File: config.mk
export PLATFORM = sky130hd
export DESIGN_NAME = stream_mux_arb_flat
export DESIGN_NICKNAME = d
export VERILOG_FILES = /design/src/rtl/stream_mux_arb_if.sv /design/src/rtl/stream_mux_arb.sv /design/src/flat_wrapper.sv
export SDC_FILE = /design/constraint.sdc
export NUM_CORES = 1
export LEC_CHECK = 0
export ABC_CLOCK_PERIOD_IN_PS = 8020
export CAP_MARGIN = 40
export CORE_MARGIN = 3
export CORE_UTILIZATION = 42
export DETAILED_ROUTE_END_ITERATION = 12
export PLACE_DENSITY = 0.93
export SLEW_MARGIN = 40
export SYNTH_ARGS = -nofsm -noshare
export SYNTH_HDL_FRONTEND = slang
export SYNTH_SLANG_ARGS = --single-unit
File: constraint.sdc
create_clock -name clk -period 8.02 [get_ports clk]
set_input_delay 2.406 -clock clk [delete_from_list [all_inputs] [get_ports clk]]
set_output_delay 2.406 -clock clk [all_outputs]
set_load 0.005 [all_outputs]
File: src/rtl/stream_mux_arb_if.sv
// Handshake bundle for the N-channel stream multiplexer.
// Producers and consumer sit on the master side, the mux on the slave side.
interface stream_mux_arb_if #(
    parameter int NR_CH      = 3,
    parameter int DATA_WIDTH = 32,
    parameter int SEL_W      = 2
);
    logic                        mode;
    logic [SEL_W-1:0]            sel;
    logic [NR_CH-1:0]            in_valid;
    logic [NR_CH*DATA_WIDTH-1:0] in_data;
    logic [NR_CH-1:0]            in_ready;
    logic                        out_valid;
    logic [DATA_WIDTH-1:0]       out_data;
    logic [SEL_W-1:0]            out_ch;
    logic                        out_ready;

    modport master (
        output mode, sel, in_valid, in_data, out_ready,
        input  in_ready, out_valid, out_data, out_ch
    );

    modport slave (
        input  mode, sel, in_valid, in_data, out_ready,
        output in_ready, out_valid, out_data, out_ch
    );
endinterface

File: src/rtl/stream_mux_arb.sv
// N-channel stream mux with registered output stage.
// Grant is either the explicit sel channel or round-robin after rr_ptr.
module stream_mux_arb #(
    parameter int NR_CH      = 3,
    parameter int DATA_WIDTH = 32,
    parameter int SEL_W      = 2
) (
    input logic             clk,
    input logic             rst,
    stream_mux_arb_if.slave bus
);
    localparam int PW = SEL_W + 1;
    localparam logic [PW-1:0] NCH = PW'(NR_CH);

    logic [NR_CH-1:0]      grant;
    logic [NR_CH-1:0]      ready;
    logic [SEL_W-1:0]      gnt_id;
    logic [DATA_WIDTH-1:0] gnt_data;
    logic [SEL_W-1:0]      rr_ptr;
    logic                  valid_q;
    logic [DATA_WIDTH-1:0] data_q;
    logic [SEL_W-1:0]      ch_q;
    logic                  slot_free;
    logic                  xfer;
    logic                  found;
    logic [PW-1:0]         idx;

    // Pick at most one channel: explicit sel, or first valid after rr_ptr.
    always_comb begin
        grant = '0;
        found = 1'b0;
        idx   = '0;
        if (bus.mode) begin
            for (int i = 1; i <= NR_CH; i++) begin
                idx = {1'b0, rr_ptr} + PW'(i);
                if (idx >= NCH)
                    idx = idx - NCH;
                for (int k = 0; k < NR_CH; k++) begin
                    if (!found && idx == PW'(k) && bus.in_valid[k]) begin
                        grant[k] = 1'b1;
                        found    = 1'b1;
                    end
                end
            end
        end else begin
            for (int k = 0; k < NR_CH; k++) begin
                if (bus.sel == SEL_W'(k) && bus.in_valid[k])
                    grant[k] = 1'b1;
            end
        end
    end

    // Encode the granted channel id and select its payload.
    always_comb begin
        gnt_id   = '0;
        gnt_data = '0;
        for (int k = 0; k < NR_CH; k++) begin
            if (grant[k]) begin
                gnt_id   = SEL_W'(k);
                gnt_data = bus.in_data[k*DATA_WIDTH +: DATA_WIDTH];
            end
        end
    end

    // Accept only when the output slot is empty or draining this cycle.
    always_comb begin
        slot_free = !valid_q || bus.out_ready;
        ready     = (rst || !slot_free) ? '0 : grant;
        xfer      = |ready;
    end

    // Output register and round-robin pointer.
    always_ff @(posedge clk) begin
        if (rst) begin
            valid_q <= 1'b0;
            data_q  <= '0;
            ch_q    <= '0;
            rr_ptr  <= SEL_W'(NR_CH - 1);
        end else if (xfer) begin
            valid_q <= 1'b1;
            data_q  <= gnt_data;
            ch_q    <= gnt_id;
            rr_ptr  <= gnt_id;
        end else if (bus.out_ready) begin
            valid_q <= 1'b0;
        end
    end

    assign bus.in_ready  = ready;
    assign bus.out_valid = valid_q;
    assign bus.out_data  = data_q;
    assign bus.out_ch    = ch_q;
endmodule

File: src/flat_wrapper.sv
// flat-port wrapper written by rule: the top's interface ports become plain ports
module stream_mux_arb_flat 
#(
    parameter int NR_CH      = 3,
    parameter int DATA_WIDTH = 32,
    parameter int SEL_W      = 2
)
  (clk, rst, bus_mode, bus_sel, bus_in_valid, bus_in_data, bus_out_ready, bus_in_ready, bus_out_valid, bus_out_data, bus_out_ch);
  stream_mux_arb_if #(.NR_CH(NR_CH), .DATA_WIDTH(DATA_WIDTH), .SEL_W(SEL_W)) bus_i ();
  input logic clk;
  input logic rst;
  input wire logic [$bits(bus_i.mode)-1:0] bus_mode;
  input wire logic [$bits(bus_i.sel)-1:0] bus_sel;
  input wire logic [$bits(bus_i.in_valid)-1:0] bus_in_valid;
  input wire logic [$bits(bus_i.in_data)-1:0] bus_in_data;
  input wire logic [$bits(bus_i.out_ready)-1:0] bus_out_ready;
  output wire logic [$bits(bus_i.in_ready)-1:0] bus_in_ready;
  output wire logic [$bits(bus_i.out_valid)-1:0] bus_out_valid;
  output wire logic [$bits(bus_i.out_data)-1:0] bus_out_data;
  output wire logic [$bits(bus_i.out_ch)-1:0] bus_out_ch;
  assign bus_i.mode = bus_mode;
  assign bus_i.sel = bus_sel;
  assign bus_i.in_valid = bus_in_valid;
  assign bus_i.in_data = bus_in_data;
  assign bus_i.out_ready = bus_out_ready;
  assign bus_in_ready = bus_i.in_ready;
  assign bus_out_valid = bus_i.out_valid;
  assign bus_out_data = bus_i.out_data;
  assign bus_out_ch = bus_i.out_ch;
  stream_mux_arb #(.NR_CH(NR_CH), .DATA_WIDTH(DATA_WIDTH), .SEL_W(SEL_W)) u_core (.clk(clk), .rst(rst), .bus(bus_i));
endmodule
# Word-level counts from Yosys, hierarchy flattened
# Index checks and enable logic that the tools add are counted.
[totals]
reg_bits = 37
in_bits = 105
out_inout_bits = 38
elab_cells = 101
[classes]
add_sub_neg = 6
magnitude_cmp = 3
eq_ne = 8
n_mux = 42
n_reduce_logical = 38
[ops]
columns = ["cell", "n"]
rows = [
  ["2-to-1 mux 32 bit", 3],
  ["2-to-1 mux 1 bit", 30],
  ["2-to-1 mux 3 bit", 8],
  ["logical AND 1 bit", 20],
  ["logical NOT 1 bit", 10],
  ["equality test 3 x 1 -> 1 bit, second input constant", 3],
  ["equality test 3 x 2 -> 1 bit, second input constant", 3],
  ["greater-or-equal comparator 3 x 2 -> 1 bit, second input constant", 3],
  ["logical NOT 3 bit", 3],
  ["subtractor 3 x 2 -> 3 bit, second input constant", 3],
  ["adder 2 x 2 -> 3 bit, second input constant", 2],
  ["adder 2 x 1 -> 3 bit, second input constant", 1],
  ["OR reduction 3 bit", 1],
  ["equality test 2 x 1 -> 1 bit, second input constant", 1],
  ["equality test 2 bit, second input constant", 1],
  ["logical NOT 2 bit", 1],
  ["logical OR 1 bit", 2],
  ["2-to-1 mux 2 bit", 1],
  ["nonzero test 2 bit", 1],
]

# Longest topological paths before layout
# Gate-level depths: netlist (run 1).
[depth]
depth_word = 51
ltp_mapped = 10
mapped_depth_nobuf = 8

# Least setup slack after synthesis (run 1)
# No wires, ideal clock.
[synth_timing]
path_type = "input -> output"
from = "in bus_in_valid[2]"
to = "out bus_in_ready[0]"
t_arrival_ns = 3.466
required_time_ns = 5.614
slack_ns = 2.148
stages = 6
n_path_buf = 2
path_cell_list = "a22o_1 o31ai_1 a31o_1 buf_6 buf_4 and2_1"
[synth_via]
elab_chain_cells = 24
elab_cells_between_ends = 25
cone_classes = "mux: 12; reduce/logical: 13"
[synth_lines]
columns = ["element", "line", "source"]
rows = [
  ["start: declaration", "flat_wrapper.sv:14", "input wire logic [$bits(bus_i.in_valid)-1:0] bus_in_valid;"],
  ["logical AND 1 bit", "stream_mux_arb.sv:39", "if (!found && idx == PW'(k) && bus.in_valid[k]) begin"],
  ["2-to-1 mux 1 bit", "stream_mux_arb.sv:39", ""],
  ["2-to-1 mux 1 bit", "stream_mux_arb.sv:33", "if (bus.mode) begin"],
  ["logical NOT 1 bit", "stream_mux_arb.sv:39", ""],
  ["logical AND 1 bit (2 in series)", "stream_mux_arb.sv:39", ""],
  ["2-to-1 mux 1 bit", "stream_mux_arb.sv:39", ""],
  ["2-to-1 mux 1 bit", "stream_mux_arb.sv:33", ""],
  ["logical NOT 1 bit", "stream_mux_arb.sv:39", ""],
  ["[... 5 more ...]", "n/a", ""],
  ["logical AND 1 bit (2 in series)", "stream_mux_arb.sv:39", ""],
  ["2-to-1 mux 1 bit", "stream_mux_arb.sv:39", ""],
  ["2-to-1 mux 1 bit", "stream_mux_arb.sv:33", ""],
  ["logical NOT 1 bit", "stream_mux_arb.sv:39", ""],
  ["logical AND 1 bit (2 in series)", "stream_mux_arb.sv:39", ""],
  ["2-to-1 mux 1 bit *", "stream_mux_arb.sv:39", ""],
  ["2-to-1 mux 3 bit *", "stream_mux_arb.sv:33", ""],
  ["2-to-1 mux 3 bit *", "stream_mux_arb.sv:68", "ready = (rst || !slot_free) ? '0 : grant;"],
  ["end: declaration", "flat_wrapper.sv:17", "output wire logic [$bits(bus_i.in_ready)-1:0] bus_in_ready;"],
]
# Mark *: on every way between the ends. The rest lies on a longest branch, timed or not. The select of a mux whose other input is x is not followed.

# Final worst setup path (run 1)
[layout_timing]
from = "in bus_in_valid[1]"
to = "out bus_in_ready[2]"
[layout_via]
elab_chain_cells = 39
elab_cells_between_ends = 41
cone_classes = "mux: 19; reduce/logical: 22"
[layout_lines]
columns = ["element", "line"]
rows = [
  ["logical AND 1 bit", "stream_mux_arb.sv:39"],
  ["2-to-1 mux 1 bit", "stream_mux_arb.sv:39"],
  ["2-to-1 mux 1 bit", "stream_mux_arb.sv:33"],
  ["logical NOT 1 bit", "stream_mux_arb.sv:39"],
  ["logical AND 1 bit (2 in series)", "stream_mux_arb.sv:39"],
  ["2-to-1 mux 1 bit", "stream_mux_arb.sv:39"],
  ["2-to-1 mux 1 bit", "stream_mux_arb.sv:33"],
  ["logical NOT 1 bit", "stream_mux_arb.sv:39"],
  ["[... 20 more ...]", "n/a"],
  ["logical AND 1 bit (2 in series)", "stream_mux_arb.sv:39"],
  ["2-to-1 mux 1 bit", "stream_mux_arb.sv:39"],
  ["2-to-1 mux 1 bit", "stream_mux_arb.sv:33"],
  ["logical NOT 1 bit", "stream_mux_arb.sv:39"],
  ["logical AND 1 bit (2 in series)", "stream_mux_arb.sv:39"],
  ["2-to-1 mux 1 bit *", "stream_mux_arb.sv:39"],
  ["2-to-1 mux 3 bit *", "stream_mux_arb.sv:33"],
  ["2-to-1 mux 3 bit *", "stream_mux_arb.sv:68"],
]
# Marks and branches as above.

==> results of run 1 <==
==> layer usage <==
metal	routed length [µm]	GRT usage
met1	3544	0.3078
met2	4382	0.4259
met3	764	0.06318
met4	151	0.06871
met5	0	0
==> cells in the mapped netlist, types with 2 or more instances <==
cell type / n
sky130_fd_sc_hd__dfxtp_1: 36
sky130_fd_sc_hd__nand2_1: 34
sky130_fd_sc_hd__a21o_1: 33
sky130_fd_sc_hd__a31oi_1: 32
sky130_fd_sc_hd__o21ai_0: 32
sky130_fd_sc_hd__o32ai_2: 30
sky130_fd_sc_hd__clkbuf_1: 13
sky130_fd_sc_hd__buf_6: 7
sky130_fd_sc_hd__inv_1: 5
sky130_fd_sc_hd__buf_4: 4
sky130_fd_sc_hd__nor2_1: 4
sky130_fd_sc_hd__a21oi_1: 3
sky130_fd_sc_hd__buf_2: 3
sky130_fd_sc_hd__buf_8: 3
sky130_fd_sc_hd__ha_1: 3
sky130_fd_sc_hd__nand2b_1: 3
sky130_fd_sc_hd__and2_1: 2
sky130_fd_sc_hd__nor2b_1: 2
sky130_fd_sc_hd__o21ai_1: 2
sky130_fd_sc_hd__o2bb2ai_2: 2
sky130_fd_sc_hd__o32ai_1: 2
==> metrics by stage <==
| step | worst slack, ns | hold WS [ns] | instances | util | power, mW |
|---|---|---|---|---|---|
| floorplan | 2.148 | 0.4627 | 275 | - | 0.4069 |
| global placement | 1.112 | 0.4605 | 466 | 0.6876 | 0.5251 |
| detailed placement | 1.004 | 0.4779 | 467 | 0.6896 | 0.5379 |
| CTS | 1.001 | 0.4883 | 475 | 0.7086 | 0.6967 |
| global route | 0.8559 | 0.5107 | 475 | 0.7086 | 0.7310 |
| finish | 0.9836 | 0.4830 | 475 | 0.7086 | 0.6915 |
==> cell families (layout without fill, tap and decap cells) <==
family                   Yosys count  in the layout  synth area share
flip-flops                        36             36            0.2840
adder cells (fa/ha/maj)            3              3           0.01479
AND/OR/NAND/NOR                   51             51           0.09468
buffers and inverters             37            165           0.09664
AO/OA/AOI/OAI                    148            148            0.5099
==> registers in the layout, indices dropped and copies added (netlist names) <==
register	count
u_core.bus.out_ch	2
u_core.bus.out_valid	1
u_core.bus.out_data	32
u_core.rr_ptr	1
==> tightest hold or removal path, delay by kind of cell (launching register included) <==
kind	cells	cell delay, ns
flops	1	0.31
compound gates	1	0.07
simple gates	1	0.05
==> power by group through the flow <==
stage | Combinational, mW | Sequential, mW | Clock, mW
final | 0.315 | 0.221 | 0.156
after floorplan | 0.182 | 0.225 | 0
after global placement | 0.302 | 0.224 | 0
after CTS | 0.315 | 0.221 | 0.161
after global routing | 0.337 | 0.224 | 0.169
after detailed placement | 0.314 | 0.224 | 0
==> how the worst max path moves through the flow <==
stage                           end  cells past startpoint             from
finish              bus_in_ready[2]                      7  bus_in_valid[1]
detailed placement  bus_in_ready[2]                      7  bus_in_valid[1]
CTS                 bus_in_ready[2]                      7  bus_in_valid[1]
global route        bus_in_ready[2]                      7  bus_in_valid[1]
floorplan           bus_in_ready[0]                      6  bus_in_valid[2]
global placement    bus_in_ready[2]                      7  bus_in_valid[1]
==> area by class of cell <==
type	instances	area (µm²)
Clock buffer	6	72.57
Clock inverter	2	35.03
Fill cell	425	1654
Inverter	6	22.52
Multi-Input combinational cell	202	1588
Sequential cell	36	720.7
Tap cell	72	90.09
Timing Repair Buffer	151	1493
==> flow_results.org, run 1 <==
** Cells and area
- Design area :: 4021 µm²
- Relative to the synthesized area, the layout overhead comes to 58.48%.
- Number of nets in the final layout :: 510
- The library cell used most frequently in the layout, excluding fill and tap cells, is sky130_fd_sc_hd__clkdlybuf4s50_1.
- In the layout the commonest cells are sky130_fd_sc_hd__clkdlybuf4s50_1 (142), sky130_fd_sc_hd__dfxtp_1 (36), sky130_fd_sc_hd__nand2_1 (34).
- 0 antenna diodes ended up in the layout.
- Proportion of layout cells with a drive suffix above 1 :: 0.1340

** Timing
- Slew at the pin with the worst max-slew slack :: 0.5337 ns
- The count of pins over their slew limit came to 0.
- Based on the critical path, the design can be clocked at up to 142.1 MHz.
- Between clock sinks in the finished design, the worst skew comes to 0.005675 ns.
- In the finished design, the share of the clock period the worst path needs comes to 0.8774.
- Setup violations remaining at the end of the flow were counted as 0.
- Final hold vios :: 0
- Final min period :: 7.036 ns
- Max-Slew Margin vs Limit :: 0.6420
- Summed over all failing endpoints, the final setup total negative slack is 0 ns.
- Setup repair after global routing missed its margin :: false

** Power
- Max rail drop VDD :: 0.1071 mV
- Internal power :: 465.7 µW
- In this run the power spent charging and discharging nets is 225.8 µW.
- Static power due to leakage :: 1.550 nW
- Clock network power share :: 0.226
- Of the total power, registers draw 0.319.
- Of the total power, combinational logic draws 0.455.
- Net Sw Frac :: 0.3265
- Pwr dens :: 172.0 nW/µm²

** Setup path
- Kind of launch point of the worst setup path :: primary input
- Flop2flop setup slack :: 5.02 ns
- Crit end category :: output port
- For the worst setup path, the data required time is 5.61 ns.
- Critical path's most frequent cell :: sky130_fd_sc_hd__clkdlybuf4s50_1
- FF-to-FF Start :: u_core.bus.out_ch[0]
- The number of cells on the worst reg-to-reg path is 10.
- Crit-path slowest cell :: sky130_fd_sc_hd__clkdlybuf4s50_1
- Classification of the worst setup path :: in -> out
- Traced cell by cell, the critical path runs through clkdlybuf4s50_1 > a211oi_1 > o221ai_1 > o31a_1 > buf_4 > nor2_1 > clkdlybuf4s50_1.
- Critical register-to-register path endpoint :: u_core.bus.out_data[7]
- Among cell families on the critical path, the largest total delay comes from buffers and inverters.
- Data arrival time of the critical path :: 4.63 ns
- CP peak stage delay :: 0.58 ns
- Largest fanout on the critical path :: 34
- CP bufs+invs :: 3

** Synth
- EDFF count, synth :: 0
- The most used flip-flop cell after synthesis is sky130_fd_sc_hd__dfxtp_1.
- Of the post-synthesis cell area, the dominant cell type holds 0.2840.
- The share of the Yosys chip area taken by registers is 0.2840.
- In the synthesized netlist the async set-or-reset flop fraction comes to 0.
- Nets in the synthesized netlist :: 383
- Number of distinct standard cells referenced by the synthesized netlist :: 41
- Area contributors post-synth :: sky130_fd_sc_hd__dfxtp_1 (28%), sky130_fd_sc_hd__o32ai_2 (19%), sky130_fd_sc_hd__a21o_1 (9.8%), sky130_fd_sc_hd__a31oi_1 (7.9%), sky130_fd_sc_hd__o21ai_0 (6.3%)
- Summing every instance area after synthesis gives 2537 µm².
- Gate count after technology mapping :: 275
- Dominant cell type by area after synthesis :: sky130_fd_sc_hd__dfxtp_1
- The synthesized design contains 36 register bits.
- Avg Cell Area, Syn :: 9.227 µm²
- Yosys printed 0 warnings.

** Clock network
- Buffer type at the clock tree root :: sky130_fd_sc_hd__clkbuf_8
- Clock-pin slew was measured on the worst setup and hold paths at 0.07 ns.
- Deepest clock path buffer count :: 2
- Clock tree synthesis inserted a total of 5 buffers.
- After clock tree synthesis, the repair step resized 0 gates.
- The H-tree generated during clock tree synthesis spans 2 levels.
- The clock drives 36 sinks.
- Post-CTS setup repair buffer count :: 0
- Clock latency reported for the late side of the worst-skew pair :: 0.28 ns
- Hold buffer count at cts :: 0
- TritonCTS clock tree :: done

** Drt
- The first detailed-routing pass ran for 4 iterations.
- Summing over every cut layer, the via total after detailed routing is 2814.
- Dividing the detail-routed wire length by the instance count gives 18.61 µm.
- Wires add up to 8842 µm.
- DRC viols :: 0
- Drt first-iter violations :: 167
- In this run the remaining antenna-violating nets after routing total 0.
- Vias per cell :: 5.924

** Floorplanning
- The initial utilization of the core area, before any placement, comes to 0.4471.
- From bottom edge to top edge, the die measures 83.73 µm.
- Cell row count :: 27
- Horiz. Die Dim :: 83.73 µm
- CORE AREA :: 5675 µm²
- The die covers 7010 µm².
- For this design the top-level I/O count stands at 143.

** GRT
- In the global route stage, overall resource usage came out at 0.2487.
- Antenna violations before repair :: 0
- Largest net degree at the start of global routing :: 37
- The first global-routing pass estimated 14500 µm of wire.
- Via count of the first global-routing pass :: 2902
- Grt total ovfl :: 0

** Outcome
- The flow ran to the end, and the final reports show no timing, DRC or antenna violations.

** Min path
- Classification of the worst-slack hold path :: reg -> reg
- Startpoint of the worst hold path :: u_core.bus.out_data[7]
- Cells on Worst Hold Path :: 2
- The path with the worst hold slack has its endpoint at u_core.bus.out_data[7].

** Place
- Count of port buffers added during placement :: 142
- Weighted congestion reported at the end of routability-driven placement :: 0.9018
- Dpl cell area :: 3914 µm²
- The wire-length estimate of the detail-placed layout is 6298 µm.

** Run
- Max-cap violations in this run came to 0.
Note: power is estimated with default switching activity, not from simulation.
==> run 2, diff against run 1 <==
ABC_AREA = 1   (was not set)
CORE_UTILIZATION = 44   (was 42)
==> run 2 against run 1 <==
Against the previous run:
- die area is 6.3% higher
- global-route usage is 1.5 points higher
- sequential power hardly changed
- first-iteration DRC count rose by 46%
- clock skew is 0.0025 ns lower
- flip-flop and latch count unchanged
- final cell count up 38%
- worst setup slack lost 0.060 ns
- clock power hardly changed
- critical path depth up 6
- synthesized cell count increased by 67%
- highest routed layer unchanged
==> flow_results.org, run 2 <==
** Cells and area
- Count of placed standard cells in the final layout, fillers left out :: 657
- Flip-flop count of the largest register, all copies and words added :: 32
- Fill cells in the final layout number 527.
- The finished cells cover 4315 µm².
- Compared with the post-synthesis result, the final layout area differs by 52.01%.
- Proportion of layout cells with a drive suffix above 1 :: 0.05155
- Most frequent cells in the layout :: sky130_fd_sc_hd__nand2_1 (145), sky130_fd_sc_hd__clkdlybuf4s50_1 (142), sky130_fd_sc_hd__nand3_1 (69)
- Number of nets in the final layout :: 689
- Commonest non-fill, non-tap cell in the layout :: sky130_fd_sc_hd__nand2_1
- The number of antenna diodes in the final layout is 0.
- Final core utilization :: 0.7079

** Clock network
- Clock sink count :: 36
- The later pin in the worst-skew pair is clocked with a latency of 0.28 ns.
- After clock tree synthesis, the clock-pin slew on the worst setup and hold paths is 0.07 ns.
- Cts bufs inserted :: 5
- Post_cts resized :: 0
- Buffer type at the clock tree root :: sky130_fd_sc_hd__clkbuf_8
- The longest clock path from root to sink contains 2 buffers.
- Number of levels in the clock H-tree :: 2
- In this run, post-CTS hold repair placed 0 buffers.
- TritonCTS built the clock tree.
- Buffers added to address setup during post-CTS repair amount to 0.

** Synth
- The share of synthesized area in the top cell type comes to 0.2539.
- Sequential-to-total area share from yosys stat :: 0.2539
- Gate count after technology mapping :: 460
- The biggest area contributor in the post-synthesis netlist is sky130_fd_sc_hd__dfxtp_1.
- A synthesized cell averages 6.172 µm².
- Number of synthesized register bits :: 36
- Sorting the synthesized cells by area gives the leading types as sky130_fd_sc_hd__dfxtp_1 (25%), sky130_fd_sc_hd__nand2_1 (19%), sky130_fd_sc_hd__nand3b_1 (17%), sky130_fd_sc_hd__nand3_1 (12%), sky130_fd_sc_hd__nor2_1 (8.9%).
- The mapped netlist covers 2839 µm².
- Prevailing post-synth register cell :: sky130_fd_sc_hd__dfxtp_1
- The most common cell in the synthesized netlist is sky130_fd_sc_hd__nand2_1.
- Yosys mapped a number of flops with a built-in enable equal to 0.
- Fraction of registers with async set or reset after synthesis :: 0
- Most instantiated cells after synthesis :: sky130_fd_sc_hd__nand2_1 (146), sky130_fd_sc_hd__nand3_1 (69), sky130_fd_sc_hd__nor2_1 (67)
- In this run, distinct cell masters in the synthesized netlist total 26.
- Synthesis produced a netlist with a net count of 568.
- Synth warn :: 0

** Setup path
- In this run the critical register-to-register path is launched from u_core.bus.out_ch[0].
- Data arrival time of the critical path :: 4.69 ns
- CP Capture Point :: bus_in_ready[2]
- Largest fanout on the critical path :: 34
- Data on the critical path is required at its endpoint by 5.61 ns.
- The setup check on the worst reg-to-reg path leaves a slack of 5.08 ns.
- STA classifies the critical path endpoint as an output port.
- Kind of launch point of the worst setup path :: primary input
- In this run the critical register-to-register path is captured at u_core.bus.out_data[11].
- Critical Path Source :: bus_in_valid[1]
- The setup path with the least slack is of type in -> out.
- The number of cells on the worst reg-to-reg path is 15.

** Power
- Across the VDD grid, the largest voltage drop is 0.09138 mV.
- The analysis attributes to cell leakage a power of 1.995 nW.
- Power spread over the standard cell area amounts to 165.6 nW/µm².

** Timing
- Final hold vios :: 0
- Setup violations remaining at the end of the flow were counted as 0.
- For the final routed database, the setup TNS stands at 0 ns.
- The clock period could shrink to 7.097 ns.
- At the pin with the least slew margin, the transition time is 0.6044 ns.
- FMAX :: 140.9 MHz
- Clock skew on the completed layout was measured at 0.003157 ns.
- Post-route clock period utilization :: 0.8849
- Setup repair after global routing left no endpoint under its margin.
- Max-Slew Margin vs Limit :: 0.5956
- Number of pins with negative max-slew slack in the final report :: 0

** GRT
- Met1 Resource Use GR :: 0.3438
- Summed over all layers, the global routing overflow is 0.
- Largest net degree at the start of global routing :: 36
- The first global-routing pass estimated 16160 µm of wire.
- Global routing met3 resource utilization :: 0.04278
- For this run, the total global-route usage over all layers was measured as 0.2640.
- Routing usage on met2 :: 0.4513
- The number of antenna violations at the first check in global routing was 0.
- The global routing stage identified its most utilized layer as met2.
- Via count of the first global-routing pass :: 3409

** Floorplanning
- Initial Util :: 0.4657
- The die is 86.33 µm tall.
- In this run the core area contains 28 standard-cell rows.
- IO Pins :: 143
- Die Area :: 7452 µm²
- CORE AREA :: 6096 µm²
- Horiz. Die Dim :: 86.33 µm

** Drt
- Vias per cell :: 5.367
- In the final routed layout, each cell accounts on average for 14.83 µm.
- Remaining antenna violation count after routing :: 0
- DRC viols :: 0
- For this block, the initial DRC count from the detailed router was 243.
- Aggregate routed wire length :: 9742 µm
- The pre-antenna-repair detailed-routing pass consisted of 5 iterations.
- The routed layout has 3526 vias.

** Place
- The congestion estimate from routability-driven global placement came to 0.8859.
- The placed instances occupy a cell area of 4204 µm².
- The wire-length estimate of the detail-placed layout is 6942 µm.
- Count of port buffers added during placement :: 142
- Count of placed standard cells including taps :: 649

** Run
- Max-cap violations :: 0

** Min path
- Classification of the worst-slack hold path :: reg -> reg

** Outcome
- Run status :: completed
[run 2: changes by cell type after synthesis, sizes merged, moves of 33 or more]
cell / delta
o21ai: -33
nor2: +66
nand2: +116
a21o: -33
nand3b: +63
nand3: +72
[run 2: power by group]
part           switching, mW  leakage, nW  internal (mW)  total (mW)
logic                  0.164         1.64          0.169       0.334
clock network         0.0666       0.0541         0.0920       0.159
registers             0.0149        0.298          0.207       0.222
total                  0.246         1.99          0.469       0.714
[run 2: cell type report]
| class | instances | area (µm²) | share of cell area |
|---|---|---|---|
| Timing Repair Buffer | 148 | 1466 | 0.3398 |
| Tap cell | 75 | 93.84 | 0.02175 |
| Clock buffer | 5 | 68.82 | 0.01595 |
| Multi-Input combinational cell | 371 | 1848 | 0.4282 |
| Inverter | 19 | 75.07 | 0.01740 |
| Sequential cell | 36 | 720.7 | 0.1670 |
| Clock inverter | 3 | 42.54 | 0.009858 |
[run 2: how the worst min path moves through the flow]
stage / from / endpoint / cells past startpoint
floorplan: u_core.bus.out_ch[1] / u_core.bus.out_ch[1] / 2
global placement: u_core.bus.out_ch[1] / u_core.bus.out_ch[1] / 2
detailed placement: u_core.bus.out_ch[1] / u_core.bus.out_ch[1] / 2
CTS: u_core.bus.out_ch[1] / u_core.bus.out_ch[1] / 2
global route: u_core.bus.out_ch[1] / u_core.bus.out_ch[1] / 2
finish: u_core.bus.out_ch[1] / u_core.bus.out_ch[1] / 2
[run 2: per-layer routing]
layer	wire, µm	share of wire
met1	3830	0.39
met2	4740	0.49
met3	837	0.086
met4	334	0.034
met5	0	0
[run 2: worst max-delay path, cell delays in order]
cell	delay [ns]
sky130_fd_sc_hd__clkdlybuf4s50_1	0.48
sky130_fd_sc_hd__nand2_1	0.18
sky130_fd_sc_hd__nand3_2	0.10
sky130_fd_sc_hd__nor2_2	0.14
sky130_fd_sc_hd__nand3_1	0.09
sky130_fd_sc_hd__nand2_1	0.07
sky130_fd_sc_hd__inv_1	0.05
sky130_fd_sc_hd__nand2_2	0.07
sky130_fd_sc_hd__nand2_1	0.08
sky130_fd_sc_hd__nand2_4	0.31
sky130_fd_sc_hd__nand2_4	0.07
sky130_fd_sc_hd__inv_2	0.12
sky130_fd_sc_hd__clkdlybuf4s50_1	0.52
[run 2: per-stage QoR]
| stage | power, mW | hold slack, ns | worst slack, ns |
|---|---|---|---|
| final | 0.7145 | 0.5258 | 0.9232 |
| after CTS | 0.7154 | 0.5247 | 0.9612 |
| after detailed placement | 0.5549 | 0.4981 | 0.9707 |
| after global placement | 0.5461 | 0.4899 | 1.086 |
| after floorplan | 0.4184 | 0.4746 | 2.331 |
| after global routing | 0.7683 | 0.5512 | 0.7197 |
[run 2: cells by family after synthesis]
| family | share of synthesized area |
|---|---|
| simple gates | 0.6197 |
| buf+inv | 0.09608 |
| flops | 0.2539 |
| compound gates | 0.01719 |
| fa+ha+maj | 0.01322 |
==> run 3, diff against run 2 <==
CORE_ASPECT_RATIO = 0.7   (was not set)
==> run 3 against run 2 <==
Against the previous run:
- non-clock buffer count did not move
- clock power decreased by 23%
- wire length rose by 4.2%
- fmax decreased by 1.0%
- global-route usage increased by 0.68 points
- flip-flop and latch count is the same
- first-iteration DRC count decreased by 10%
- sequential share of layout area rose by 0.13 points
- critical path type unchanged
- largest power group unchanged
- highest routed layer unchanged
==> flow_results.org, run 3 (synthesis results as in run 2) <==
** Outcome
- Run status :: completed

** Run
- Max-cap violations in this run came to 0.

** Timing
- After layout, the worst setup slack is 0.8497 ns.
- Final setup TNS :: 0 ns
- Across all hold checks on the routed design, the worst slack comes to 0.4996 ns.
- Final hold vios :: 0
- Number of setup violations in the final report :: 0
- Final min period :: 7.170 ns
- The worst pin sits at a relative slew slack of 0.5971.
- Post-Route Skew :: 0.003749 ns
- FMAX :: 139.5 MHz
- Setup repair after global routing missed its margin :: false
- Slew at the pin with the worst max-slew slack :: 0.6022 ns
- Post-route clock period utilization :: 0.8941
- Number of pins with negative max-slew slack in the final report :: 0

** GRT
- Via count of the first global-routing pass :: 3374
- Across every metal layer, demand over resource in global routing totals 0.2708.
- Largest net degree at the start of global routing :: 36
- The first global-routing pass estimated 16170 µm of wire.
- Antenna violations before repair :: 0
- Global routing finished with a remaining overflow of 0.

** Drt
- Router iterations before antenna repair :: 7
- In this run the remaining antenna-violating nets after routing total 0.
- Aggregate routed wire length :: 10150 µm
- Vias per cell :: 5.395
- Drt first-iter violations :: 218
- DRC viols :: 0
- Average wire length per cell after detail routing :: 15.47 µm
- Vias post-DR :: 3539

** Place
- In this run the cell area measured after placement is 4204 µm².
- Count of port buffers added during placement :: 142
- Worst slack at placement :: 0.9176 ns
- Weighted congestion reported at the end of routability-driven placement :: 0.9477
- After legalization and detailed placement, the total HPWL measured 7157 µm.

** Clock network
- For the worst-skew pair, the clock arrives at the later sink with an insertion delay of 0.28 ns.
- Number of levels in the clock H-tree :: 2
- Hold buffer count at cts :: 0
- The tree is rooted in a sky130_fd_sc_hd__clkbuf_8.
- Post-CTS setup repair buffer count :: 0
- Counting the buffers created by CTS gives 5.
- Deepest clock path buffer count :: 2
- After clock tree synthesis, the clock-pin slew on the worst setup and hold paths is 0.07 ns.
- Post_cts resized :: 0
- Clock sink count :: 36
- TritonCTS clock tree :: done

** Floorplanning
- In this run the vertical extent of the chip is 73.21 µm.
- Die Area :: 7467 µm²
- Initial Util :: 0.4743
- In this run the count of I/O pins placed on the die edge is 143.
- Cell row count :: 23
- CORE AREA :: 5986 µm²
- Horiz. Die Dim :: 102.0 µm

** Cells and area
- The number of antenna diodes in the final layout is 0.
- Flip-flop count of the largest register, all copies and words added :: 32
- The top cell types in the final layout, fill and taps aside, are sky130_fd_sc_hd__nand2_1 (145), sky130_fd_sc_hd__clkdlybuf4s50_1 (142), sky130_fd_sc_hd__nand3_1 (69).
- Commonest non-fill, non-tap cell in the layout :: sky130_fd_sc_hd__nand2_1
- Number of nets in the final layout :: 689
- Once layout is done, the placed cells without fillers occupy 4282 µm².
- Of the cells placed in the final design, the portion with a size suffix greater than 1 is 0.04819.
- Growth of design area from synthesis to finish :: 50.82%

** Power
- Pwr dens :: 159.1 nW/µm²
- The analysis attributes to cell leakage a power of 1.982 nW.
- IR analysis of the VDD net gives a maximum drop of 0.07141 mV.

** Setup path
- Largest fanout on the critical path :: 34
- Kind of launch point of the worst setup path :: primary input
- Data on the critical path is required at its endpoint by 5.61 ns.
- The worst setup path is captured at an output port.
- Data arrives at the worst endpoint at 4.76 ns.
- Classification of the worst setup path :: in -> out

** Min path
- The tightest min-delay check is of the reg -> reg type.
-- run 3: path summary, 6_finish.rpt --
kind	start	end	slack (ns)	cells after the start
worst min register to register	u_core.bus.out_ch[1]	u_core.bus.out_ch[1]	0.50	2
worst min-delay path	u_core.bus.out_ch[1]	u_core.bus.out_ch[1]	0.50	2
worst max register to register	u_core.bus.out_ch[0]	u_core.bus.out_data[10]	5.14	15
worst max-delay path	bus_in_valid[1]	bus_in_ready[2]	0.85	13
-- run 3: per-stage QoR --
step                      std cells  power [mW]  utilization
after global placement          649      0.5498       0.7017
final                           656      0.6811       0.7153
after global routing            656      0.7338       0.7153
after CTS                       656      0.6830       0.7153
after floorplan                 460      0.4184            -
after detailed placement        649      0.5586       0.7023
-- run 3: final cells by class --
class | instances | area (µm²)
clock buffer | 6 | 72.57
clock inverter | 1 | 5.005
fill | 498 | 1704
inverter | 19 | 75.07
multi-input combinational | 371 | 1848
sequential | 36 | 720.7
tap | 75 | 93.84
timing repair buffer | 148 | 1466
-- run 3: power by group --
part	internal, mW	switching [mW]
combinational	0.169	0.169
clock	0.0591	0.0629
sequential	0.207	0.0133
total	0.436	0.245
-- run 3: per-layer routing --
metal | vias up | global-route usage | wire, µm
met5 | - | 0 | 0
met1 | 1559 | 0.3497 | 4167
met3 | 23 | 0.09265 | 1415
li1 | 1730 | - | -
met2 | 227 | 0.4276 | 4371
met4 | 0 | 0.08297 | 194
-- run 3: critical path, cell delays in order --
cell	delay, ns
sky130_fd_sc_hd__clkdlybuf4s50_1	0.51
sky130_fd_sc_hd__nand2_1	0.17
sky130_fd_sc_hd__nand3_2	0.09
sky130_fd_sc_hd__nor2_2	0.14
sky130_fd_sc_hd__nand3_1	0.11
sky130_fd_sc_hd__nand2_1	0.08
sky130_fd_sc_hd__inv_1	0.05
sky130_fd_sc_hd__nand2_2	0.07
sky130_fd_sc_hd__nand2_1	0.08
sky130_fd_sc_hd__nand2_4	0.33
sky130_fd_sc_hd__nand2_4	0.08
sky130_fd_sc_hd__inv_2	0.12
sky130_fd_sc_hd__clkdlybuf4s50_1	0.51
